`src/rtl/serial_borrow_subtractor.sv`:
```
// Chunked ripple-borrow subtractor: diff = a - b - borrow_in - dec_en, CHUNK bits per clock,
// with valid/ready handshakes on both sides.
module serial_borrow_subtractor #(
    parameter int unsigned WIDTH = 8,
    parameter int unsigned CHUNK = 2
) (
    input  logic             clk,
    input  logic             rst_n,
    input  logic             in_valid,
    output logic             in_ready,
    input  logic [WIDTH-1:0] a,
    input  logic [WIDTH-1:0] b,
    input  logic             borrow_in,
    input  logic             dec_en,
    output logic             out_valid,
    input  logic             out_ready,
    output logic [WIDTH-1:0] diff,
    output logic             borrow_out,
    output logic             busy
);

    localparam int unsigned N_CHUNKS = WIDTH / CHUNK;
    localparam int unsigned IDX_W    = (N_CHUNKS > 1) ? $clog2(N_CHUNKS) : 1;
    localparam int unsigned T_W      = CHUNK + 2;

    generate
        if (CHUNK < 1 || (WIDTH % CHUNK) != 0) begin : g_bad_param
            $error("serial_borrow_subtractor: CHUNK must be >= 1 and divide WIDTH");
        end
    endgenerate

    typedef enum logic [1:0] {
        IDLE = 2'd0,
        BUSY = 2'd1,
        DONE = 2'd2
    } state_t;

    state_t             state_q, state_n;
    logic [WIDTH-1:0]   a_q, a_n;
    logic [WIDTH-1:0]   b_q, b_n;
    logic [WIDTH-1:0]   res_q, res_n;
    logic [1:0]         br_q, br_n;
    logic [IDX_W-1:0]   idx_q, idx_n;
    logic [WIDTH-1:0]   diff_q, diff_n;
    logic               bo_q, bo_n;
    logic               in_ready_q, in_ready_n;
    logic               out_valid_q, out_valid_n;
    logic               busy_q, busy_n;

    logic [T_W-1:0]     t_c;
    logic [CHUNK-1:0]   d_c;
    logic [1:0]         br_next_c;

    // One chunk step; the two bits above the chunk hold -(borrows taken) in two's complement.
    always_comb begin
        t_c       = T_W'(a_q[CHUNK-1:0]) - T_W'(b_q[CHUNK-1:0]) - T_W'(br_q);
        d_c       = t_c[CHUNK-1:0];
        br_next_c = 2'b00 - t_c[T_W-1:CHUNK];
    end

    // Next-state and registered-output logic
    always_comb begin
        state_n     = state_q;
        a_n         = a_q;
        b_n         = b_q;
        res_n       = res_q;
        br_n        = br_q;
        idx_n       = idx_q;
        diff_n      = diff_q;
        bo_n        = bo_q;
        in_ready_n  = in_ready_q;
        out_valid_n = out_valid_q;
        busy_n      = busy_q;

        case (state_q)
            IDLE: begin
                if (in_valid) begin
                    state_n    = BUSY;
                    a_n        = a;
                    b_n        = b;
                    br_n       = 2'(borrow_in) + 2'(dec_en);
                    idx_n      = '0;
                    in_ready_n = 1'b0;
                    busy_n     = 1'b1;
                end
            end
            BUSY: begin
                a_n   = a_q >> CHUNK;
                b_n   = b_q >> CHUNK;
                res_n = (res_q >> CHUNK) | (WIDTH'(d_c) << (WIDTH - CHUNK));
                br_n  = br_next_c;
                idx_n = idx_q + IDX_W'(1);
                if (idx_q == IDX_W'(N_CHUNKS - 1)) begin
                    state_n     = DONE;
                    diff_n      = res_n;
                    bo_n        = (br_next_c != 2'b00);
                    out_valid_n = 1'b1;
                end
            end
            DONE: begin
                if (out_ready) begin
                    state_n     = IDLE;
                    out_valid_n = 1'b0;
                    in_ready_n  = 1'b1;
                    busy_n      = 1'b0;
                end
            end
            default: begin
                state_n     = IDLE;
                out_valid_n = 1'b0;
                in_ready_n  = 1'b1;
                busy_n      = 1'b0;
            end
        endcase
    end

    always_ff @(posedge clk or negedge rst_n) begin
        if (!rst_n) begin
            state_q     <= IDLE;
            a_q         <= '0;
            b_q         <= '0;
            res_q       <= '0;
            br_q        <= '0;
            idx_q       <= '0;
            diff_q      <= '0;
            bo_q        <= 1'b0;
            in_ready_q  <= 1'b1;
            out_valid_q <= 1'b0;
            busy_q      <= 1'b0;
        end else begin
            state_q     <= state_n;
            a_q         <= a_n;
            b_q         <= b_n;
            res_q       <= res_n;
            br_q        <= br_n;
            idx_q       <= idx_n;
            diff_q      <= diff_n;
            bo_q        <= bo_n;
            in_ready_q  <= in_ready_n;
            out_valid_q <= out_valid_n;
            busy_q      <= busy_n;
        end
    end

    assign in_ready   = in_ready_q;
    assign out_valid  = out_valid_q;
    assign diff       = diff_q;
    assign borrow_out = bo_q;
    assign busy       = busy_q;

endmodule
```
`config.mk`:
```
export PLATFORM = sky130hd
export DESIGN_NAME = serial_borrow_subtractor
export DESIGN_NICKNAME = d
export VERILOG_FILES = /design/src/rtl/serial_borrow_subtractor.sv
export SDC_FILE = /design/constraint.sdc
export NUM_CORES = 1
export LEC_CHECK = 0
export ABC_AREA = 1
export ABC_CLOCK_PERIOD_IN_PS = 2090
export BUFFER_PORTS_ARGS = -buffer_cell sky130_fd_sc_hd__buf_2
export CAP_MARGIN = 40
export CORE_MARGIN = 4
export CORE_UTILIZATION = 49
export DETAILED_ROUTE_END_ITERATION = 10
export PLACE_DENSITY = 0.75
export SYNTH_ARGS = -nofsm -noshare
export SYNTH_HDL_FRONTEND = slang
export SYNTH_SLANG_ARGS = --single-unit
export TNS_END_PERCENT = 100
```
`constraint.sdc`:
```
create_clock -name clk -period 2.09 [get_ports clk]
set_input_delay 0.1045 -clock clk [delete_from_list [all_inputs] [get_ports clk]]
set_output_delay 0.1045 -clock clk [all_outputs]
set_load 0.03 [all_outputs]
```
# Yosys cells after proc, flatten, opt, wreduce, memory -nomap -nowiden
# Index checks and enable logic that the tools add are counted.
# classes
n_addsub	5
eq_ne	6
muxes	20
bitwise_logic	3
n_reduce_logical	8
# ops
cell	n
8-bit case mux with 2 select lines	2
8-bit two-way mux	2
2-bit two-way mux	5
1-bit case mux with 3 select lines	3
3-bit AND reduction	3
6-bit by 8-bit OR with 8-bit output	1
2-bit case mux with 2 select lines	2
2-bit inequality test (second input constant)	3
2-bit case mux with 3 select lines	1
1-bit two-way mux	5
2-bit equality test (second input constant)	2
2-bit AND reduction	2
2-bit nonzero test	2
3-bit by 3-bit subtractor with 4-bit output	1
2-bit by 2-bit subtractor with 3-bit output	1
1-bit by 1-bit adder with 2-bit output	1
2-bit by 1-bit adder with 2-bit output (second input constant)	1
2-bit by 1-bit equality test with 1-bit output (second input constant)	1
2-bit logical NOT	1
1-bit inverter	2
1-bit by 2-bit subtractor with 2-bit output (first input constant)	1
# totals
reg_bits	42

# Longest topological paths before layout
# Gate-level depths: netlist (run 1).
# depth
ltp_word	4
ltp_mapped	11
mapped_depth_nobuf	11

# Worst setup path before layout (run 1)
# OpenSTA, ideal clock, no wires.
# synth_timing
path_type	reg-to-reg
start	register a_q[0]
end	register br_q[1]
t_arrival_ps	2006
t_required_ps	1966
setup_slack_ps	-41
path_stages_with_launch	11
path_buffers	0
period_less_slack_ps	2131
cell_sequence	dfrtp_1 -> inv_1 -> ha_1 -> fa_1 -> inv_1 -> fa_1 -> nand2_1 -> nand2_1 -> ha_1 -> nand2_1 -> nand3_1
# synth_via
elab_chain_len	4
# synth_lines
item	line	source
from (decl)	39	logic [WIDTH-1:0] a_q, a_n;
from (signal assigned)	132	a_q <= a_n;
2-bit by 2-bit subtractor with 3-bit output	56	t_c = T_W'(a_q[CHUNK-1:0]) - T_W'(b_q[CHUNK-1:0]) - T_W'(br_q);
3-bit by 3-bit subtractor with 4-bit output	56	
1-bit by 2-bit subtractor with 2-bit output	58	br_next_c = 2'b00 - t_c[T_W-1:CHUNK];
2-bit case mux with 2 select lines	75	case (state_q)
to (signal assigned)	135	br_q <= br_n;
to (decl)	42	logic [1:0] br_q, br_n;
# No other way between the ends.
# A chain may end at the register's enable or synchronous reset.

# Worst setup path after layout (run 1)
# Ends and elaborated chain as after synthesis.

==> results of run 1 <==
==> kinds of logic (layout without fill, tap and decap cells) <==
family / count (synthesis) / count (layout) / synth area share
DFF: 40 / 40 / 0.522
AOI/OAI and AO/OA: 23 / 23 / 0.0808
buffers and inverters: 37 / 76 / 0.0899
adders and majority gates: 8 / 8 / 0.0599
and+or+nand+nor: 104 / 104 / 0.248
==> cell usage in the layout, fill, tap and decap left out <==
cell type,count
nor2_1,2
bufinv_16,1
clkinvlp_4,1
nor2_4,1
ha_1,5
nand2_2,4
buf_12,1
a21oi_2,1
ha_2,1
buf_4,4
fa_1,1
dfstp_2,1
inv_2,4
clkinv_2,1
dlygate4sd3_1,2
clkbuf_8,5
o21ai_0,9
o21ai_1,1
a21oi_1,2
o31ai_1,1
nor2_2,2
buf_2,33
nand2_4,2
nand3_1,42
o21ai_2,9
fa_2,1
inv_1,24
dfrtp_1,39
nand2_1,51
==> worst max-delay path, stage by stage (launching register included) <==
cell	delay [ns]
dfrtp_1	0.35
inv_1	0.05
ha_2	0.18
fa_1	0.49
inv_2	0.05
fa_2	0.36
nand2_2	0.08
nand2_1	0.05
ha_1	0.29
nand2_1	0.06
nand3_1	0.07
==> per-layer routing <==
metal / wire length (µm) / vias up
met5: 0 / -
met4: 38 / 0
met3: 202 / 5
met2: 1790 / 34
met1: 1670 / 687
li1: - / 752
==> sequential cells by signal (all words and copies together), names as in the netlist <==
name        flops
b_q             8
idx_q           2
state_q         2
borrow_out      1
out_valid       1
diff            8
br_q            2
a_q             8
res_q           6
busy            1
in_ready        1
==> stage by stage <==
| stage | setup WS [ns] | utilization | instances |
|---|---|---|---|
| finish | -0.0492 | 0.611 | 299 |
| global route | -0.167 | 0.611 | 299 |
| CTS | -0.0322 | 0.608 | 298 |
| detailed placement | -0.0889 | 0.569 | 287 |
| global placement | -0.0195 | 0.564 | 286 |
| floorplan | 0.0165 | - | 212 |
==> path summary, 6_finish.rpt <==
kind | startpoint | endpoint | slack, ns | depth (start not counted)
max reg2reg | a_q[0]$_DFFE_PN0P_ | br_q[1]$_DFFE_PN0P_ | -0.05 | 10
min reg2reg | out_valid$_DFFE_PN0P_ | out_valid$_DFFE_PN0P_ | 0.47 | 2
min in group asynchronous | rst_n | diff[0]$_DFFE_PN0P_ | 0.24 | 2
max in group asynchronous | rst_n | in_ready$_DFFE_PN1P_ | 1.33 | 3
min | b[6] | b_q[6]$_DFFE_PN0P_ | 0.01 | 3
max | a_q[0]$_DFFE_PN0P_ | br_q[1]$_DFFE_PN0P_ | -0.05 | 10
==> Yosys cell counts, drive strengths merged <==
cell type,n
dfrtp,39
nand3,42
dfstp,1
inv,28
fa,2
buf,9
a21oi,3
ha,6
nand2,57
o31ai,1
nor2,5
o21ai,19
==> power by group through the flow <==
stage	Sequential [mW]	Combinational, mW	Clock [mW]
finish	1.35	1.93	0.631
global route	1.41	2.22	0.677
CTS	1.36	1.92	0.640
detailed placement	1.37	1.87	0
global placement	1.35	1.79	0
floorplan	1.50	1.33	0
==> repair_timing <==
| action | in CTS | in global routing |
|---|---|---|
| buffers inserted | 1 | 1 |
| endpoints found under the setup margin | 1 | 2 |
| endpoints found under the hold margin | 13 | 0 |
| hold buffers | 2 | 0 |
| pin swaps | 1 | 0 |
| gates resized for setup | 3 | 2 |
==> final cells by class <==
cell class | count | area share
Clock buffer | 5 | 0.0303
Clock inverter | 3 | 0.0187
Inverter | 28 | 0.0463
Multi-Input combinational cell | 135 | 0.333
Sequential cell | 40 | 0.442
Tap cell | 48 | 0.0265
Timing Repair Buffer | 40 | 0.104
==> flow_summary.html, run 1 <==
<table>
<tr><th>Metric</th><th>Value</th></tr>
<tr><th colspan="2">Clocking</th></tr>
<tr><td>TritonCTS buffer count</td><td>5</td></tr>
<tr><td>H-tree levels</td><td>2</td></tr>
<tr><td>Clock root buffer master</td><td>clkbuf_8</td></tr>
<tr><td>CTS Sinks</td><td>40</td></tr>
<tr><td>Clock Latency Late Sink</td><td>0.29 ns</td></tr>
<tr><td>CTS tree</td><td>yes</td></tr>
<tr><td>Worst-case clock buffer depth</td><td>2</td></tr>
<tr><td>Clock edge transition at the registers on the reported setup and hold paths</td><td>0.08 ns</td></tr>
<tr><th colspan="2">Yosys</th></tr>
<tr><td>Synthesized flop and latch total</td><td>40</td></tr>
<tr><td>Portion of synthesized cell area occupied by the leading cell type</td><td>0.508</td></tr>
<tr><td>Number of warnings reported in the yosys synthesis log</td><td>0</td></tr>
<tr><td>Average instance area after synthesis</td><td>9.06 µm²</td></tr>
<tr><td>Sequential share of the synthesized area</td><td>0.522</td></tr>
<tr><td>Area of the mapped netlist</td><td>0.00192 mm²</td></tr>
<tr><td>Library cell with the largest summed area after synthesis</td><td>dfrtp_1</td></tr>
<tr><td>Count of unique library cells instantiated by Yosys</td><td>22</td></tr>
<tr><td>Main area contributors after synthesis</td><td>dfrtp_1 51%, nand3_1 11%, nand2_1 10%</td></tr>
<tr><td>Post-Syn Instances</td><td>212</td></tr>
<tr><td>Post-Synthesis Net Count</td><td>242</td></tr>
<tr><th colspan="2">Pwr</th></tr>
<tr><td>Sw power</td><td>1.72 mW</td></tr>
<tr><td>Design internal power</td><td>2.19 mW</td></tr>
<tr><td>Pleak</td><td>1.19 nW</td></tr>
<tr><td>Relative contribution of combinational cells to total power</td><td>0.492</td></tr>
<tr><td>VDD IR max</td><td>0.741 mV</td></tr>
<tr><td>Portion of total power attributed to sequential cells</td><td>0.346</td></tr>
<tr><td>Fraction of power consumed by the clock network</td><td>0.161</td></tr>
<tr><td>Power per standard cell area</td><td>1720 mW/mm²</td></tr>
<tr><td>Fraction of power spent switching nets</td><td>0.439</td></tr>
<tr><td>Total Power</td><td>3.91 mW</td></tr>
<tr><th colspan="2">Layout</th></tr>
<tr><td>Area of combinational cells with multiple inputs</td><td>756 µm²</td></tr>
<tr><td>Antenna diodes</td><td>0</td></tr>
<tr><td>Area Growth Syn to Fin</td><td>18.2%</td></tr>
<tr><td>Final net count</td><td>280</td></tr>
<tr><td>Area taken by flip-flops and latches</td><td>0.00100 mm²</td></tr>
<tr><td>Final cell area excluding filler cells</td><td>0.00227 mm²</td></tr>
<tr><td>Share of cells above drive strength 1</td><td>0.287</td></tr>
<tr><td>Count of fill cells added during filler insertion</td><td>342</td></tr>
<tr><th colspan="2">Timing</th></tr>
<tr><td>Final clock skew</td><td>0.00807 ns</td></tr>
<tr><td>Sum of negative setup slack</td><td>-0.0492 ns</td></tr>
<tr><td>Minimum hold slack</td><td>0.00978 ns</td></tr>
<tr><td>Minimum setup slack in the final design</td><td>-0.0492 ns</td></tr>
<tr><td>Least-Margin Pin Slew</td><td>0.455 ns</td></tr>
<tr><td>Final critical-path share of the clock period</td><td>1.02</td></tr>
<tr><td>F_max</td><td>467 MHz</td></tr>
<tr><td>Fin. Hold Viols</td><td>0</td></tr>
<tr><td>Finish-stage setup viols</td><td>1</td></tr>
<tr><td>Max Transition Viols Final</td><td>0</td></tr>
<tr><td>Headroom to the max-slew limit</td><td>0.697</td></tr>
<tr><td>RSZ-0062 raised after global routing</td><td>true</td></tr>
<tr><td>Post-layout min period</td><td>2.14 ns</td></tr>
<tr><th colspan="2">Route</th></tr>
<tr><td>Via-to-Cell Ratio</td><td>4.94</td></tr>
<tr><td>Final routed DRC violation total</td><td>0</td></tr>
<tr><td>TritonRoute pass-1 iters</td><td>4</td></tr>
<tr><td>Final Routed Wirelength</td><td>3.70 mm</td></tr>
<tr><td>Total number of vias</td><td>1478</td></tr>
<tr><td>Routed Antenna Nets</td><td>0</td></tr>
<tr><td>Routed wire per std cell</td><td>12.4 µm</td></tr>
<tr><td>DRT iter0 DRCs</td><td>108</td></tr>
<tr><th colspan="2">Floorplanning</th></tr>
<tr><td>Core region area</td><td>0.00372 mm²</td></tr>
<tr><td>Vertical die dimension</td><td>70.6 µm</td></tr>
<tr><td>Initial cell density of the core</td><td>0.517</td></tr>
<tr><td>Rows</td><td>22</td></tr>
<tr><td>Die Width</td><td>70.6 µm</td></tr>
<tr><td>Die Outline Area</td><td>0.00499 mm²</td></tr>
<tr><td>Num ports</td><td>34</td></tr>
<tr><th colspan="2">Setup path</th></tr>
<tr><td>Maximum fanout along the worst path</td><td>2</td></tr>
<tr><td>Category of the critical setup timing path</td><td>reg -&gt; reg</td></tr>
<tr><td>Sort of element at the start of the critical path</td><td>register</td></tr>
<tr><td>Data arrival at the endpoint of the critical path</td><td>2.31 ns</td></tr>
<tr><td>CP Data Required Time</td><td>2.26 ns</td></tr>
<tr><td>Category of the worst setup path capture point</td><td>register</td></tr>
<tr><th colspan="2">Global routing</th></tr>
<tr><td>Vias in the first global route</td><td>1421</td></tr>
<tr><td>GRT Residual Overflow</td><td>0</td></tr>
<tr><td>Global-route wire length before repair</td><td>6.50 mm</td></tr>
<tr><td>Initial antenna violation count</td><td>0</td></tr>
<tr><td>Global-route track usage on met2</td><td>0.271</td></tr>
<tr><td>Aggregate global-route resource usage</td><td>0.162</td></tr>
<tr><td>Pin count of the biggest net entering global routing</td><td>29</td></tr>
<tr><td>Global-route met1 utilization</td><td>0.210</td></tr>
<tr><td>Met3 usage in global routing</td><td>0.0440</td></tr>
<tr><td>Highest-utilization routing layer at the global route stage</td><td>met2</td></tr>
<tr><th colspan="2">Outcome</th></tr>
<tr><td>Status</td><td>finished with violations</td></tr>
<tr><td>Failing checks</td><td>setup timing</td></tr>
<tr><th colspan="2">Placed design</th></tr>
<tr><td>Final HPWL from detailed placement</td><td>2.64 mm</td></tr>
<tr><td>Placed cell areas</td><td>0.00212 mm²</td></tr>
<tr><td>Number of I/O port buffers</td><td>33</td></tr>
<tr><td>Global placement routability congestion</td><td>0.778</td></tr>
<tr><th colspan="2">Job</th></tr>
<tr><td>Max_cap viols</td><td>0</td></tr>
<tr><th colspan="2">Min path</th></tr>
<tr><td>HP Class</td><td>in -&gt; reg</td></tr>
</table>
(Power assumes the default switching activity.)
==> inputs of run 2 (changes only) <==
--- a/config.mk
+++ b/config.mk
@@ -7,8 +7,9 @@
 export LEC_CHECK = 0
 export ABC_AREA = 1
 export ABC_CLOCK_PERIOD_IN_PS = 2090
-export BUFFER_PORTS_ARGS = -buffer_cell sky130_fd_sc_hd__buf_2
+export BUFFER_PORTS_ARGS = -buffer_cell sky130_fd_sc_hd__clkbuf_2
 export CAP_MARGIN = 40
+export CORE_ASPECT_RATIO = 0.8
 export CORE_MARGIN = 4
 export CORE_UTILIZATION = 49
 export DETAILED_ROUTE_END_ITERATION = 10
==> run 2 against run 1 <==
The run still ends with setup timing left. Total power is 0.48% lower. Critical endpoint unchanged. Setup slack improved by 0.031 ns. Register-to-register slack better by 0.03 ns.
==> flow_summary.html, run 2 (synthesis results as in run 1) <==
<table>
<tr><th>Metric</th><th>Value</th></tr>
<tr><th colspan="2">Timing</th></tr>
<tr><td>Least-Margin Pin Slew</td><td>0.483 ns</td></tr>
<tr><td>Final clock skew</td><td>0.0101 ns</td></tr>
<tr><td>F_max</td><td>474 MHz</td></tr>
<tr><td>Minimum setup slack in the final design</td><td>-0.0178 ns</td></tr>
<tr><td>Sum of negative setup slack</td><td>-0.0178 ns</td></tr>
<tr><td>Max Transition Viols Final</td><td>0</td></tr>
<tr><td>Post-layout min period</td><td>2.11 ns</td></tr>
<tr><td>Final critical-path share of the clock period</td><td>1.01</td></tr>
<tr><td>Minimum hold slack</td><td>0.00143 ns</td></tr>
<tr><td>Headroom to the max-slew limit</td><td>0.678</td></tr>
<tr><td>RSZ-0062 raised after global routing</td><td>true</td></tr>
<tr><td>Fin. Hold Viols</td><td>0</td></tr>
<tr><td>Finish-stage setup viols</td><td>1</td></tr>
<tr><th colspan="2">Global routing</th></tr>
<tr><td>Global-route wire length before repair</td><td>6.42 mm</td></tr>
<tr><td>GRT Residual Overflow</td><td>0</td></tr>
<tr><td>Aggregate global-route resource usage</td><td>0.163</td></tr>
<tr><td>Vias in the first global route</td><td>1441</td></tr>
<tr><td>Pin count of the biggest net entering global routing</td><td>41</td></tr>
<tr><td>Initial antenna violation count</td><td>0</td></tr>
<tr><th colspan="2">Floorplanning</th></tr>
<tr><td>Die Width</td><td>78.0 µm</td></tr>
<tr><td>Initial cell density of the core</td><td>0.508</td></tr>
<tr><td>Core region area</td><td>0.00378 mm²</td></tr>
<tr><td>Die Outline Area</td><td>0.00499 mm²</td></tr>
<tr><td>Num ports</td><td>34</td></tr>
<tr><td>Vertical die dimension</td><td>64.0 µm</td></tr>
<tr><td>Rows</td><td>20</td></tr>
<tr><th colspan="2">Placed design</th></tr>
<tr><td>Minimum setup slack after placement</td><td>-0.0769 ns</td></tr>
<tr><td>Placed cell areas</td><td>0.00211 mm²</td></tr>
<tr><td>Number of I/O port buffers</td><td>33</td></tr>
<tr><td>Final HPWL from detailed placement</td><td>2.42 mm</td></tr>
<tr><td>Global placement routability congestion</td><td>0.721</td></tr>
<tr><td>Placed Cells incl. Taps</td><td>294</td></tr>
<tr><th colspan="2">Setup path</th></tr>
<tr><td>Startpoint of the most critical setup path</td><td>b_q[0]$_DFFE_PN0P_</td></tr>
<tr><td>CP Data Required Time</td><td>2.28 ns</td></tr>
<tr><td>Category of the critical setup timing path</td><td>reg -&gt; reg</td></tr>
<tr><td>Max stage delay on crit path</td><td>0.49 ns</td></tr>
<tr><td>Internal reg-to-reg setup slack</td><td>-0.02 ns</td></tr>
<tr><td>Cell type of the slowest stage on the worst timing path</td><td>fa_1</td></tr>
<tr><td>Crit path buf inv count</td><td>2</td></tr>
<tr><td>Data arrival at the endpoint of the critical path</td><td>2.29 ns</td></tr>
<tr><td>CP dominant cell by count</td><td>nand2_2</td></tr>
<tr><td>Worst reg2reg path depth</td><td>10</td></tr>
<tr><td>Worst path top cell family by delay</td><td>adder cells</td></tr>
<tr><td>CP Capture Point</td><td>br_q[1]$_DFFE_PN0P_</td></tr>
<tr><td>Crit Reg-Reg Endpoint</td><td>br_q[1]$_DFFE_PN0P_</td></tr>
<tr><td>Sort of element at the start of the critical path</td><td>register</td></tr>
<tr><td>Category of the worst setup path capture point</td><td>register</td></tr>
<tr><td>Crit path cell chain</td><td>ha_4, fa_1, inv_2, fa_2, inv_2, nand2_2, nand2_2, ha_4, nand2_2, nand3_1</td></tr>
<tr><td>Maximum fanout along the worst path</td><td>2</td></tr>
<tr><td>Crit Reg-Reg Startpoint</td><td>b_q[0]$_DFFE_PN0P_</td></tr>
<tr><td>Levels on crit path</td><td>10</td></tr>
<tr><th colspan="2">Outcome</th></tr>
<tr><td>Failing checks</td><td>setup timing</td></tr>
<tr><td>Status</td><td>finished with violations</td></tr>
<tr><th colspan="2">Clocking</th></tr>
<tr><td>Clock root buffer master</td><td>clkbuf_8</td></tr>
<tr><td>TritonCTS buffer count</td><td>5</td></tr>
<tr><td>Clock Latency Late Sink</td><td>0.30 ns</td></tr>
<tr><td>CTS tree</td><td>yes</td></tr>
<tr><td>H-tree levels</td><td>2</td></tr>
<tr><td>CTS Sinks</td><td>40</td></tr>
<tr><td>Clock edge transition at the registers on the reported setup and hold paths</td><td>0.08 ns</td></tr>
<tr><td>Worst-case clock buffer depth</td><td>2</td></tr>
<tr><th colspan="2">Layout</th></tr>
<tr><td>Area Growth Syn to Fin</td><td>16.7%</td></tr>
<tr><td>Most frequent cells in the layout</td><td>49 x nand2_1, 42 x nand3_1, 39 x dfrtp_1</td></tr>
<tr><td>Number of standard cells in the final layout excluding fillers</td><td>303</td></tr>
<tr><td>Share of cells above drive strength 1</td><td>0.294</td></tr>
<tr><td>Final net count</td><td>277</td></tr>
<tr><td>Antenna diodes</td><td>0</td></tr>
<tr><td>Final cell area excluding filler cells</td><td>0.00224 mm²</td></tr>
<tr><td>Fraction of the core area covered by cells at the end of the flow</td><td>0.593</td></tr>
<tr><td>Leading cell type in the layout, fill and taps excluded</td><td>nand2_1</td></tr>
<tr><th colspan="2">Route</th></tr>
<tr><td>DRT iter0 DRCs</td><td>115</td></tr>
<tr><td>Routed Antenna Nets</td><td>0</td></tr>
<tr><td>Final routed DRC violation total</td><td>0</td></tr>
<tr><td>Final Routed Wirelength</td><td>3.57 mm</td></tr>
<tr><td>Routed wire per std cell</td><td>11.8 µm</td></tr>
<tr><td>Total number of vias</td><td>1449</td></tr>
<tr><td>TritonRoute pass-1 iters</td><td>5</td></tr>
<tr><td>Via-to-Cell Ratio</td><td>4.78</td></tr>
<tr><th colspan="2">Min path</th></tr>
<tr><td>HP Class</td><td>in -&gt; reg</td></tr>
<tr><th colspan="2">Pwr</th></tr>
<tr><td>Sw power</td><td>1.77 mW</td></tr>
<tr><td>Portion of total power attributed to sequential cells</td><td>0.349</td></tr>
<tr><td>VDD IR max</td><td>0.882 mV</td></tr>
<tr><td>Pleak</td><td>1.17 nW</td></tr>
<tr><td>Power per standard cell area</td><td>1740 mW/mm²</td></tr>
<tr><td>Fraction of power consumed by the clock network</td><td>0.130</td></tr>
<tr><td>Relative contribution of combinational cells to total power</td><td>0.522</td></tr>
<tr><td>Design internal power</td><td>2.12 mW</td></tr>
<tr><td>Fraction of power spent switching nets</td><td>0.455</td></tr>
<tr><td>Total Power</td><td>3.89 mW</td></tr>
<tr><th colspan="2">Job</th></tr>
<tr><td>Max_cap viols</td><td>0</td></tr>
</table>
## run 2: power by group through the flow
stage | registers (mW) | clock network, mW | logic, mW
2_1_floorplan | 1.50 | 0 | 1.33
3_5_place_dp | 1.36 | 0 | 1.85
3_3_place_gp | 1.35 | 0 | 1.80
4_1_cts | 1.35 | 0.514 | 1.88
6_report | 1.36 | 0.505 | 2.03
5_1_grt | 1.41 | 0.546 | 2.34
## run 2: what timing repair did
item / CTS / global route
buffers inserted: 0 / 0
hold endpoints to repair: 39 / 0
hold buffers: 1 / 0
gates cloned: 0 / 0
pin swaps: 1 / 0
gates resized for setup: 3 / 7
setup endpoints to repair: 1 / 2
## run 2: final cells by class
class / count / area (µm²)
multi-input cells: 135 / 783
inverters: 28 / 105
fillers: 346 / 1540
flip-flops and latches: 40 / 1000
well taps: 55 / 68.8
repair buffers: 37 / 198
clock inverters: 2 / 12.5
clock buffers: 6 / 72.6
## run 2: worst min-delay path by stage
stage,start,end,slack [ns],cells after the start
after floorplan,rst_n,a_q[0]$_DFFE_PN0P_,-0.19,0
after global placement,rst_n,diff[0]$_DFFE_PN0P_,0.19,2
after detailed placement,rst_n,diff[0]$_DFFE_PN0P_,0.19,2
after CTS,out_ready,state_q[1]$_DFFE_PN0P_,0.003,2
after global routing,out_ready,state_q[1]$_DFFE_PN0P_,0.02,2
final,out_ready,state_q[1]$_DFFE_PN0P_,0.001,2
## run 2: per-layer routing
layer / global-route usage / share of wire / up-vias
met2: 0.254 / 0.44 / 33
met1: 0.218 / 0.50 / 667
met4: 0.0655 / 0.016 / 0
li1: - / - / 743
met5: 0 / 0 / -
met3: 0.0408 / 0.049 / 6
## run 2: worst register-to-register path: stages (launching register included)
cell     delay [ns]
dfrtp_1        0.41
ha_4           0.17
fa_1           0.49
inv_2          0.05
fa_2           0.36
inv_2          0.07
nand2_2        0.05
nand2_2        0.09
ha_4           0.20
nand2_2        0.06
nand3_1        0.07
==> inputs of run 3 (changes only) <==
--- a/config.mk
+++ b/config.mk
@@ -11,9 +11,11 @@
 export CAP_MARGIN = 40
 export CORE_ASPECT_RATIO = 0.8
 export CORE_MARGIN = 4
-export CORE_UTILIZATION = 49
+export CORE_UTILIZATION = 45
 export DETAILED_ROUTE_END_ITERATION = 10
-export PLACE_DENSITY = 0.75
+export PLACE_DENSITY = 0.7
+export RECOVER_POWER = 50
+export SKIP_LAST_GASP = 1
 export SYNTH_ARGS = -nofsm -noshare
 export SYNTH_HDL_FRONTEND = slang
 export SYNTH_SLANG_ARGS = --single-unit
==> run 3 against run 2 <==
The flow still finishes with violations (setup timing). Cell area rose by 1.8%. Sequential share of layout area fell by 0.81 points. Core utilization fell by 1.6 points. Maximum frequency fell by 2.7%. Setup slack got worse by 0.058 ns. Non-clock buffer count rose by 3. Clock skew fell by 0.0036 ns. Total power rose by 3.5%. Critical endpoint unchanged.
==> flow_summary.html, run 3 (synthesis results as in run 1) <==
<table>
<tr><th>Metric</th><th>Value</th></tr>
<tr><th colspan="2">Outcome</th></tr>
<tr><td>Status</td><td>finished with violations</td></tr>
<tr><td>Failing checks</td><td>setup timing</td></tr>
<tr><th colspan="2">Global routing</th></tr>
<tr><td>GRT Residual Overflow</td><td>0</td></tr>
<tr><td>Pin count of the biggest net entering global routing</td><td>19</td></tr>
<tr><td>Global-route wire length before repair</td><td>6.20 mm</td></tr>
<tr><td>Vias in the first global route</td><td>1388</td></tr>
<tr><td>Initial antenna violation count</td><td>0</td></tr>
<tr><td>Aggregate global-route resource usage</td><td>0.151</td></tr>
<tr><th colspan="2">Job</th></tr>
<tr><td>Max_cap viols</td><td>0</td></tr>
<tr><th colspan="2">Placed design</th></tr>
<tr><td>Final HPWL from detailed placement</td><td>2.56 mm</td></tr>
<tr><td>Number of I/O port buffers</td><td>33</td></tr>
<tr><td>Placed Cells incl. Taps</td><td>295</td></tr>
<tr><td>Global placement routability congestion</td><td>0.734</td></tr>
<tr><th colspan="2">Timing</th></tr>
<tr><td>Headroom to the max-slew limit</td><td>0.428</td></tr>
<tr><td>Fin. Hold Viols</td><td>0</td></tr>
<tr><td>Post-layout min period</td><td>2.17 ns</td></tr>
<tr><td>Final critical-path share of the clock period</td><td>1.04</td></tr>
<tr><td>Max Transition Viols Final</td><td>0</td></tr>
<tr><td>Finish-stage setup viols</td><td>1</td></tr>
<tr><td>Minimum hold slack</td><td>0.0126 ns</td></tr>
<tr><td>RSZ-0062 raised after global routing</td><td>true</td></tr>
<tr><td>Least-Margin Pin Slew</td><td>0.858 ns</td></tr>
<tr><td>Minimum setup slack in the final design</td><td>-0.0761 ns</td></tr>
<tr><td>Final clock skew</td><td>0.00649 ns</td></tr>
<tr><td>Sum of negative setup slack</td><td>-0.0761 ns</td></tr>
<tr><td>F_max</td><td>462 MHz</td></tr>
<tr><th colspan="2">Floorplanning</th></tr>
<tr><td>Initial cell density of the core</td><td>0.486</td></tr>
<tr><td>Rows</td><td>20</td></tr>
<tr><td>Vertical die dimension</td><td>66.4 µm</td></tr>
<tr><td>Die Width</td><td>81.0 µm</td></tr>
<tr><td>Core region area</td><td>0.00395 mm²</td></tr>
<tr><td>Num ports</td><td>34</td></tr>
<tr><td>Die Outline Area</td><td>0.00538 mm²</td></tr>
<tr><th colspan="2">Pwr</th></tr>
<tr><td>Pleak</td><td>1.18 nW</td></tr>
<tr><td>Power per standard cell area</td><td>1760 mW/mm²</td></tr>
<tr><td>VDD IR max</td><td>0.731 mV</td></tr>
<tr><th colspan="2">Clocking</th></tr>
<tr><td>CTS Sinks</td><td>40</td></tr>
<tr><td>CTS tree</td><td>yes</td></tr>
<tr><td>H-tree levels</td><td>2</td></tr>
<tr><td>Clock root buffer master</td><td>clkbuf_8</td></tr>
<tr><td>Clock edge transition at the registers on the reported setup and hold paths</td><td>0.08 ns</td></tr>
<tr><td>TritonCTS buffer count</td><td>5</td></tr>
<tr><td>Worst-case clock buffer depth</td><td>2</td></tr>
<tr><td>Clock Latency Late Sink</td><td>0.30 ns</td></tr>
<tr><th colspan="2">Setup path</th></tr>
<tr><td>Sort of element at the start of the critical path</td><td>register</td></tr>
<tr><td>Worst path top cell family by delay</td><td>adder cells</td></tr>
<tr><td>Max stage delay on crit path</td><td>0.54 ns</td></tr>
<tr><td>Category of the worst setup path capture point</td><td>register</td></tr>
<tr><td>Maximum fanout along the worst path</td><td>2</td></tr>
<tr><td>CP dominant cell by count</td><td>nand2_2</td></tr>
<tr><td>Data arrival at the endpoint of the critical path</td><td>2.36 ns</td></tr>
<tr><td>Crit path cell chain</td><td>ha_2, fa_1, inv_2, fa_2, inv_2, nand2_2, nand2_2, ha_4, nand2_2, nand3_2</td></tr>
<tr><td>Cell type of the slowest stage on the worst timing path</td><td>fa_1</td></tr>
<tr><td>Crit path buf inv count</td><td>2</td></tr>
<tr><td>Worst reg2reg path depth</td><td>10</td></tr>
<tr><td>Internal reg-to-reg setup slack</td><td>-0.08 ns</td></tr>
<tr><td>Crit Reg-Reg Startpoint</td><td>b_q[0]$_DFFE_PN0P_</td></tr>
<tr><td>CP Data Required Time</td><td>2.28 ns</td></tr>
<tr><td>Category of the critical setup timing path</td><td>reg -&gt; reg</td></tr>
<tr><td>Crit Reg-Reg Endpoint</td><td>br_q[1]$_DFFE_PN0P_</td></tr>
<tr><th colspan="2">Layout</th></tr>
<tr><td>Leading cell type in the layout, fill and taps excluded</td><td>nand2_1</td></tr>
<tr><td>Share of cells above drive strength 1</td><td>0.271</td></tr>
<tr><td>Area Growth Syn to Fin</td><td>18.9%</td></tr>
<tr><td>Final net count</td><td>280</td></tr>
<tr><td>Antenna diodes</td><td>0</td></tr>
<tr><td>Number of standard cells in the final layout excluding fillers</td><td>306</td></tr>
<tr><td>Most frequent cells in the layout</td><td>49 x nand2_1, 41 x nand3_1, 39 x dfrtp_1</td></tr>
<tr><td>Fraction of the core area covered by cells at the end of the flow</td><td>0.578</td></tr>
<tr><th colspan="2">Route</th></tr>
<tr><td>Routed Antenna Nets</td><td>0</td></tr>
<tr><td>Final routed DRC violation total</td><td>0</td></tr>
<tr><td>Total number of vias</td><td>1473</td></tr>
<tr><td>Routed wire per std cell</td><td>12.1 µm</td></tr>
<tr><td>TritonRoute pass-1 iters</td><td>4</td></tr>
<tr><td>DRT iter0 DRCs</td><td>75</td></tr>
<tr><td>Via-to-Cell Ratio</td><td>4.81</td></tr>
<tr><td>Final Routed Wirelength</td><td>3.71 mm</td></tr>
<tr><th colspan="2">Min path</th></tr>
<tr><td>WHS Path Cells</td><td>3</td></tr>
<tr><td>HP Class</td><td>in -&gt; reg</td></tr>
<tr><td>Terminating pin of the worst hold path</td><td>b_q[6]$_DFFE_PN0P_</td></tr>
<tr><td>HP Start</td><td>b[6]</td></tr>
</table>
-- run 3: timing repair --
action	CTS	global route
hold buffers	2	0
gates resized for setup	2	7
setup endpoints to repair	1	2
pin swaps	1	8
endpoints found under the hold margin	14	0
setup buffers	1	0
-- run 3: final cells by class --
| cell class | count | area (µm²) |
|---|---|---|
| Fill cell | 371 | 1670 |
| Sequential cell | 40 | 1000 |
| Multi-Input combinational cell | 135 | 778 |
| Timing Repair Buffer | 40 | 208 |
| Inverter | 28 | 105 |
| Clock buffer | 6 | 82.6 |
| Tap cell | 55 | 68.8 |
| Clock inverter | 2 | 38.8 |
-- run 3: worst max-delay path by stage --
stage,start,end,slack (ns),depth (start not counted)
2_1_floorplan,a_q[0]$_DFFE_PN0P_,br_q[1]$_DFFE_PN0P_,0.02,10
6_report,b_q[0]$_DFFE_PN0P_,br_q[1]$_DFFE_PN0P_,-0.08,10
5_1_grt,b_q[0]$_DFFE_PN0P_,br_q[1]$_DFFE_PN0P_,-0.14,10
3_5_place_dp,a_q[0]$_DFFE_PN0P_,br_q[1]$_DFFE_PN0P_,-0.09,10
4_1_cts,b_q[0]$_DFFE_PN0P_,br_q[1]$_DFFE_PN0P_,-0.03,10
3_3_place_gp,a_q[0]$_DFFE_PN0P_,br_q[1]$_DFFE_PN0P_,-0.02,10
-- run 3: worst register-to-register path, stage by stage (launching register included) --
cell and delay [ns]:
dfrtp_1 0.40, ha_2 0.20, fa_1 0.54, inv_2 0.05, fa_2 0.38, inv_2 0.06, nand2_2 0.05, nand2_2 0.07
ha_4 0.19, nand2_2 0.06, nand3_2 0.05
-- run 3: stage by stage --
| step | area, µm² | setup WS, ns | power [mW] |
|---|---|---|---|
| global placement | 2120 | -0.0200 | 3.16 |
| floorplan | 1920 | 0.0165 | 2.83 |
| global route | 2280 | -0.141 | 4.40 |
| CTS | 2270 | -0.0343 | 3.93 |
| detailed placement | 2120 | -0.0859 | 3.22 |
| finish | 2280 | -0.0761 | 4.03 |
-- run 3: power by group --
part	total (mW)	internal, mW	switching, mW
combinational	2.00	0.730	1.27
sequential	1.35	1.14	0.217
clock	0.677	0.391	0.286
total	4.03	2.26	1.77
-- run 3: metal layers --
metal  vias up  routed length, µm  GRT usage
met4         0                 55     0.0570
met5         -                  0          0
met3         8                226     0.0422
li1        748                  -          -
met2        35               1640      0.216
met1       682               1790      0.215
